<file path="config.mk">
export PLATFORM = sky130hd
export DESIGN_NAME = ifetch32_seq
export DESIGN_NICKNAME = d
export VERILOG_FILES = /design/src/rtl/cpu32_pkg.sv /design/src/rtl/npc_sel32.sv /design/src/rtl/ifetch32_seq.sv
export SDC_FILE = /design/constraint.sdc
export NUM_CORES = 1
export LEC_CHECK = 0
export CORE_ASPECT_RATIO = 0.6
export CORE_MARGIN = 3
export CORE_UTILIZATION = 50
export CTS_CLUSTER_SIZE = 16
export DETAILED_ROUTE_END_ITERATION = 8
export PLACE_DENSITY_LB_ADDON = 0.12
export SYNTH_ARGS = -nofsm -noshare
export SYNTH_HDL_FRONTEND = slang
export SYNTH_HIERARCHICAL = 1
export SYNTH_SLANG_ARGS = --single-unit
export TNS_END_PERCENT = 100
</file>
<file path="constraint.sdc">
create_clock -name clock -period 9.4 [get_ports clock]
set_input_delay 1.88 -clock clock [delete_from_list [all_inputs] [get_ports clock]]
set_output_delay 1.88 -clock clock [all_outputs]
set_load 0.05 [all_outputs]
</file>
<file path="src/rtl/cpu32_pkg.sv">
// cpu32 shared types and constants.
// Used by fetch, next-PC select and control32.
package cpu32_pkg;

  localparam logic [5:0] OP_RTYPE = 6'h00;
  localparam logic [5:0] OP_J     = 6'h02;
  localparam logic [5:0] OP_JAL   = 6'h03;
  localparam logic [5:0] OP_BEQ   = 6'h04;
  localparam logic [5:0] OP_BNE   = 6'h05;
  localparam logic [5:0] OP_LW    = 6'h23;
  localparam logic [5:0] OP_SW    = 6'h2b;

  localparam logic [5:0] FUNCT_JR = 6'h08;

  localparam logic [31:0] RESET_PC_DEF = 32'h0000_0000;

  typedef enum logic [1:0] {
    S_IDLE  = 2'd0,
    S_REQ   = 2'd1,
    S_VALID = 2'd2
  } fetch_state_t;

  typedef struct packed {
    logic jrn;
    logic jmp;
    logic jal;
    logic branch;
    logic nbranch;
  } flow_t;

  function automatic logic [31:0] br_off(
    input logic [15:0] imm
  );
    return {{14{imm[15]}}, imm, 2'b00};
  endfunction

endpackage

</file>
<file path="src/rtl/npc_sel32.sv">
// Next-PC select: jr, j/jal, branch, sequential.
// Purely combinational; fetch samples it on retire.
module npc_sel32
  import cpu32_pkg::*;
(
  input  logic [31:0] pc_plus_4,
  input  logic [25:0] instr_index,
  input  flow_t       flow,
  input  logic        zero,
  input  logic [31:0] read_data_1,
  output logic [31:0] next_pc
);

  logic        take;
  logic [31:0] br_tgt;
  logic [31:0] j_tgt;
  logic [31:0] jr_tgt;

  assign take = (flow.branch & zero)
              | (flow.nbranch & ~zero);

  assign br_tgt = pc_plus_4
                + br_off(instr_index[15:0]);

  assign j_tgt = {pc_plus_4[31:28],
                  instr_index, 2'b00};

  assign jr_tgt = read_data_1 & 32'hFFFF_FFFC;

  // Priority: jr over j/jal over taken branch.
  always_comb begin
    next_pc = pc_plus_4;
    if (flow.jrn)
      next_pc = jr_tgt;
    else if (flow.jmp | flow.jal)
      next_pc = j_tgt;
    else if (take)
      next_pc = br_tgt;
  end

endmodule

</file>
<file path="src/rtl/ifetch32_seq.sv">
// Sequential fetch stage: PC, imem handshake,
// held instruction register feeding control32.
module ifetch32_seq
  import cpu32_pkg::*;
#(
  parameter logic [31:0] RESET_PC = RESET_PC_DEF,
  parameter int          IMEM_AW  = 14
) (
  input  logic               clock,
  input  logic               reset_n,
  output logic               imem_req,
  output logic [IMEM_AW-1:0] imem_addr,
  input  logic               imem_ready,
  input  logic [31:0]        imem_rdata,
  output logic [31:0]        instruction,
  output logic [5:0]         Opcode,
  output logic [5:0]         Function_opcode,
  output logic               instr_valid,
  input  logic               stall,
  output logic [31:0]        pc,
  output logic [31:0]        pc_plus_4,
  input  logic               Jrn,
  input  logic               Jmp,
  input  logic               Jal,
  input  logic               Branch,
  input  logic               nBranch,
  input  logic               Zero,
  input  logic [31:0]        Read_data_1
);

  fetch_state_t state;
  flow_t        flow;
  logic [31:0]  next_pc;

  assign flow = {Jrn, Jmp, Jal,
                 Branch, nBranch};

  assign pc_plus_4 = pc + 32'd4;
  assign imem_addr = pc[IMEM_AW+1:2];

  assign Opcode          = instruction[31:26];
  assign Function_opcode = instruction[5:0];

  npc_sel32 u_npc (
    .pc_plus_4   (pc_plus_4),
    .instr_index (instruction[25:0]),
    .flow        (flow),
    .zero        (Zero),
    .read_data_1 (Read_data_1),
    .next_pc     (next_pc)
  );

  // Fetch FSM: request, hold for decode, retire.
  always_ff @(posedge clock or negedge reset_n) begin
    if (!reset_n) begin
      state       <= S_IDLE;
      pc          <= RESET_PC;
      instruction <= '0;
      instr_valid <= 1'b0;
      imem_req    <= 1'b0;
    end else begin
      unique case (state)
        S_IDLE: begin
          imem_req <= 1'b1;
          state    <= S_REQ;
        end
        S_REQ: begin
          if (imem_ready) begin
            instruction <= imem_rdata;
            imem_req    <= 1'b0;
            instr_valid <= 1'b1;
            state       <= S_VALID;
          end
        end
        S_VALID: begin
          if (!stall) begin
            pc          <= next_pc;
            instr_valid <= 1'b0;
            imem_req    <= 1'b1;
            state       <= S_REQ;
          end
        end
        default: begin
          imem_req    <= 1'b0;
          instr_valid <= 1'b0;
          state       <= S_IDLE;
        end
      endcase
    end
  end

endmodule
</file>
==> flow_summary.yaml <==
timing:
  finalSetupViolCount: 0
  fin_crit_sh_pct: 58.3
  max_freq_ghz: 0.183
  rsz0062_at_grt: "false"
  hold_viol: 0
  setup-tns-final_ns: 0
  period_needed_ns: 5.48
  drv_slew: 0
  worst_slew_pin_slew_ns: 1.06
  skew_ns: 0.00607
  relSlewSlack_pct: 28.9
yosys:
  synth_top_cell_area_share_pct: 29.7
  synth_enable_flop_cells: 0
  netlist_area_sq_um: 5640
  synthTopCellsByCount: "dfrtp_1 (67), mux2_2 (64), nand2_1 (63)"
  ys.warnings.count: 6
  syn_avg_cell_area_sq_um: 8.84
  ys_types: 59
  synthTopCellsByArea: "dfrtp_1 (30%), mux2_2 (13%), ha_1 (6.7%)"
  yosysMostFrequentCell: "dfrtp_1"
  syn_nets: 743
  synth.ff_latch_count: 67
  netlist.top_cell.by_area: "dfrtp_1"
  synth_cells: 638
  yosysSeqAreaShare_pct: 29.7
  async_flop_share_pct: 100
  synthFlopType: "dfrtp_1"
layout:
  num-nets-final: 895
  area_growth_pct: 37.9
  multi_input_area_sq_um: 3590
  n_antenna_cell: 0
  regArea_sq_um: 1680
  drive_above_1_share_pct: 13.1
  nFillCells: 808
global_route:
  antenna_found_initial: 0
  grt_overflow: 0
  grt_use_total_pct: 29.2
  grt_max_degree: 71
  grt_pass1_vias: 5508
  grt_pass1_wl_um: 29200
critical_path:
  slowest_delay_ns: 0.92
  path_cells: "nand3_1, nor3_2, nand4_1, xnor2_1, clkdlybuf4s50_1"
  crit_arrival_ns: 3.60
  required_ns: 7.52
  crit_path_start_kind: "register"
  slowest_stage: "clkdlybuf4s50_1"
  cp-end-kind: "output pin"
  critical_path_class: "reg2out"
  crit_buf_inv: 1
  crit_family: "simple AND/OR/NAND/NOR gates"
  crit_path_max_fanout: 11
clock_network:
  hold_buffers: 0
  cts_resized: 0
  cts.sink_count: 67
  cts_buffers: 9
  cts_setup_buffers: 0
  cts.clk_slew.worst_paths_ns: 0.06
  cts_root_buf: "clkbuf_16"
  cts_tree: "done"
  htreeDepth: 3
  clockBufferDepth: 2
  clock_latency_ns: 0.33
drt:
  drc_errors: 0
  antenna_left: 0
  postRouteWirelength_um: 18400
  dr.pass1.iters: 6
  viasPerCell: 6.06
  drt_iter0_drc: 591
  num_vias: 5660
  wl_per_cell_um: 19.7
job:
  maxCapViolations: 0
floorplanning:
  design.die.area_sq_um: 12600
  core-area_sq_um: 10800
  fp.dieW_um: 143
  rows: 29
  die_h_um: 88.3
  start_util_pct: 52.3
  top_level_ports: 198
place:
  portBuffers: 195
  gp_congestion: 0.900
  dp_hpwl_um: 13400
status:
  outcome: "finished clean"
hold_path:
  hold_path.class: "reg2reg"
-- through the flow --
| stage | hold slack (ns) | util, % | cell area (sq um) | std cells | worst slack [ns] |
|---|---|---|---|---|---|
| floorplan | 0.485 | - | 5640 | 638 | 4.42 |
| global placement | 0.507 | 69.3 | 7470 | 918 | 4.44 |
| detailed placement | 0.501 | 69.3 | 7470 | 918 | 4.38 |
| CTS | 0.527 | 72.2 | 7780 | 934 | 4.00 |
| global route | 0.563 | 72.2 | 7780 | 934 | 3.80 |
| finish | 0.527 | 72.2 | 7780 | 934 | 3.92 |
-- flip-flops by register name (all words and copies together) (netlist names) --
register     flops
instruction     32
pc              32
state            2
instr_valid      1
-- layer usage --
metal | wire length [um] | share of wire, % | track usage [%]
met1 | 8490 | 46 | 42.3
met4 | 231 | 1.3 | 6.47
met5 | 0 | 0 | 0
met2 | 7690 | 42 | 42.5
met3 | 1990 | 11 | 9.83
-- cells by family after synthesis --
group	after synthesis	synth area share, %
mux	66	13.1
compound gates	155	17.6
fa+ha+maj	31	7.01
buf+inv	70	6.88
simple gates	198	17.6
xor+xnor	51	8.05
flops	67	29.7
-- cell type report --
class	instances	area share (%)
clock buffers	9	2.90
clock inverters	7	1.06
inverters	9	0.434
multi-input cells	501	46.1
flip-flops and latches	67	21.6
well taps	139	2.24
repair buffers	202	25.7
-- placed cells by master (no fill, tap or decap), drive strengths merged, types with 4 or more instances in the layout --
| cell | instances |
|---|---|
| a31oi | 12 |
| nor2 | 34 |
| clkbuf | 9 |
| mux2 | 64 |
| clkdlybuf4s50 | 193 |
| nor3b | 7 |
| nand3 | 25 |
| o21bai | 5 |
| buf | 9 |
| nand2 | 63 |
| nor2b | 4 |
| inv | 12 |
| nand3b | 4 |
| dfrtp | 67 |
| o21ai | 41 |
| a21oi | 48 |
| and2 | 5 |
| nand4 | 10 |
| o211ai | 10 |
| a211oi | 7 |
| xnor2 | 34 |
| and3 | 11 |
| xor2 | 17 |
| ha | 30 |
| a21o | 16 |
| nor3 | 22 |
-- worst reg2reg max path: cells and delay by family, from the launching register on --
family,cells,cell delay (ns)
fa+ha+maj,1,0.40
xor+xnor,1,0.43
flops,1,0.47
mux,1,0.26
simple gates,7,2.08
compound gates,3,1.04
-- worst paths after layout --
check | startpoint | cells past startpoint | end | slack [ns]
max | pc[4] | 5 | pc_plus_4[23] | 3.92
min | instr_valid | 2 | instr_valid | 0.53
max reg2reg | pc[4] | 13 | pc[28] | 4.61
min reg2reg | instr_valid | 2 | instr_valid | 0.53
max in group asynchronous | reset_n | 1 | instr_valid | 7.13
min in group asynchronous | reset_n | 1 | pc[31] | 1.66
Power is not shown: default switching activity piles up to over one toggle a cycle in this logic, so the estimate is an artifact.
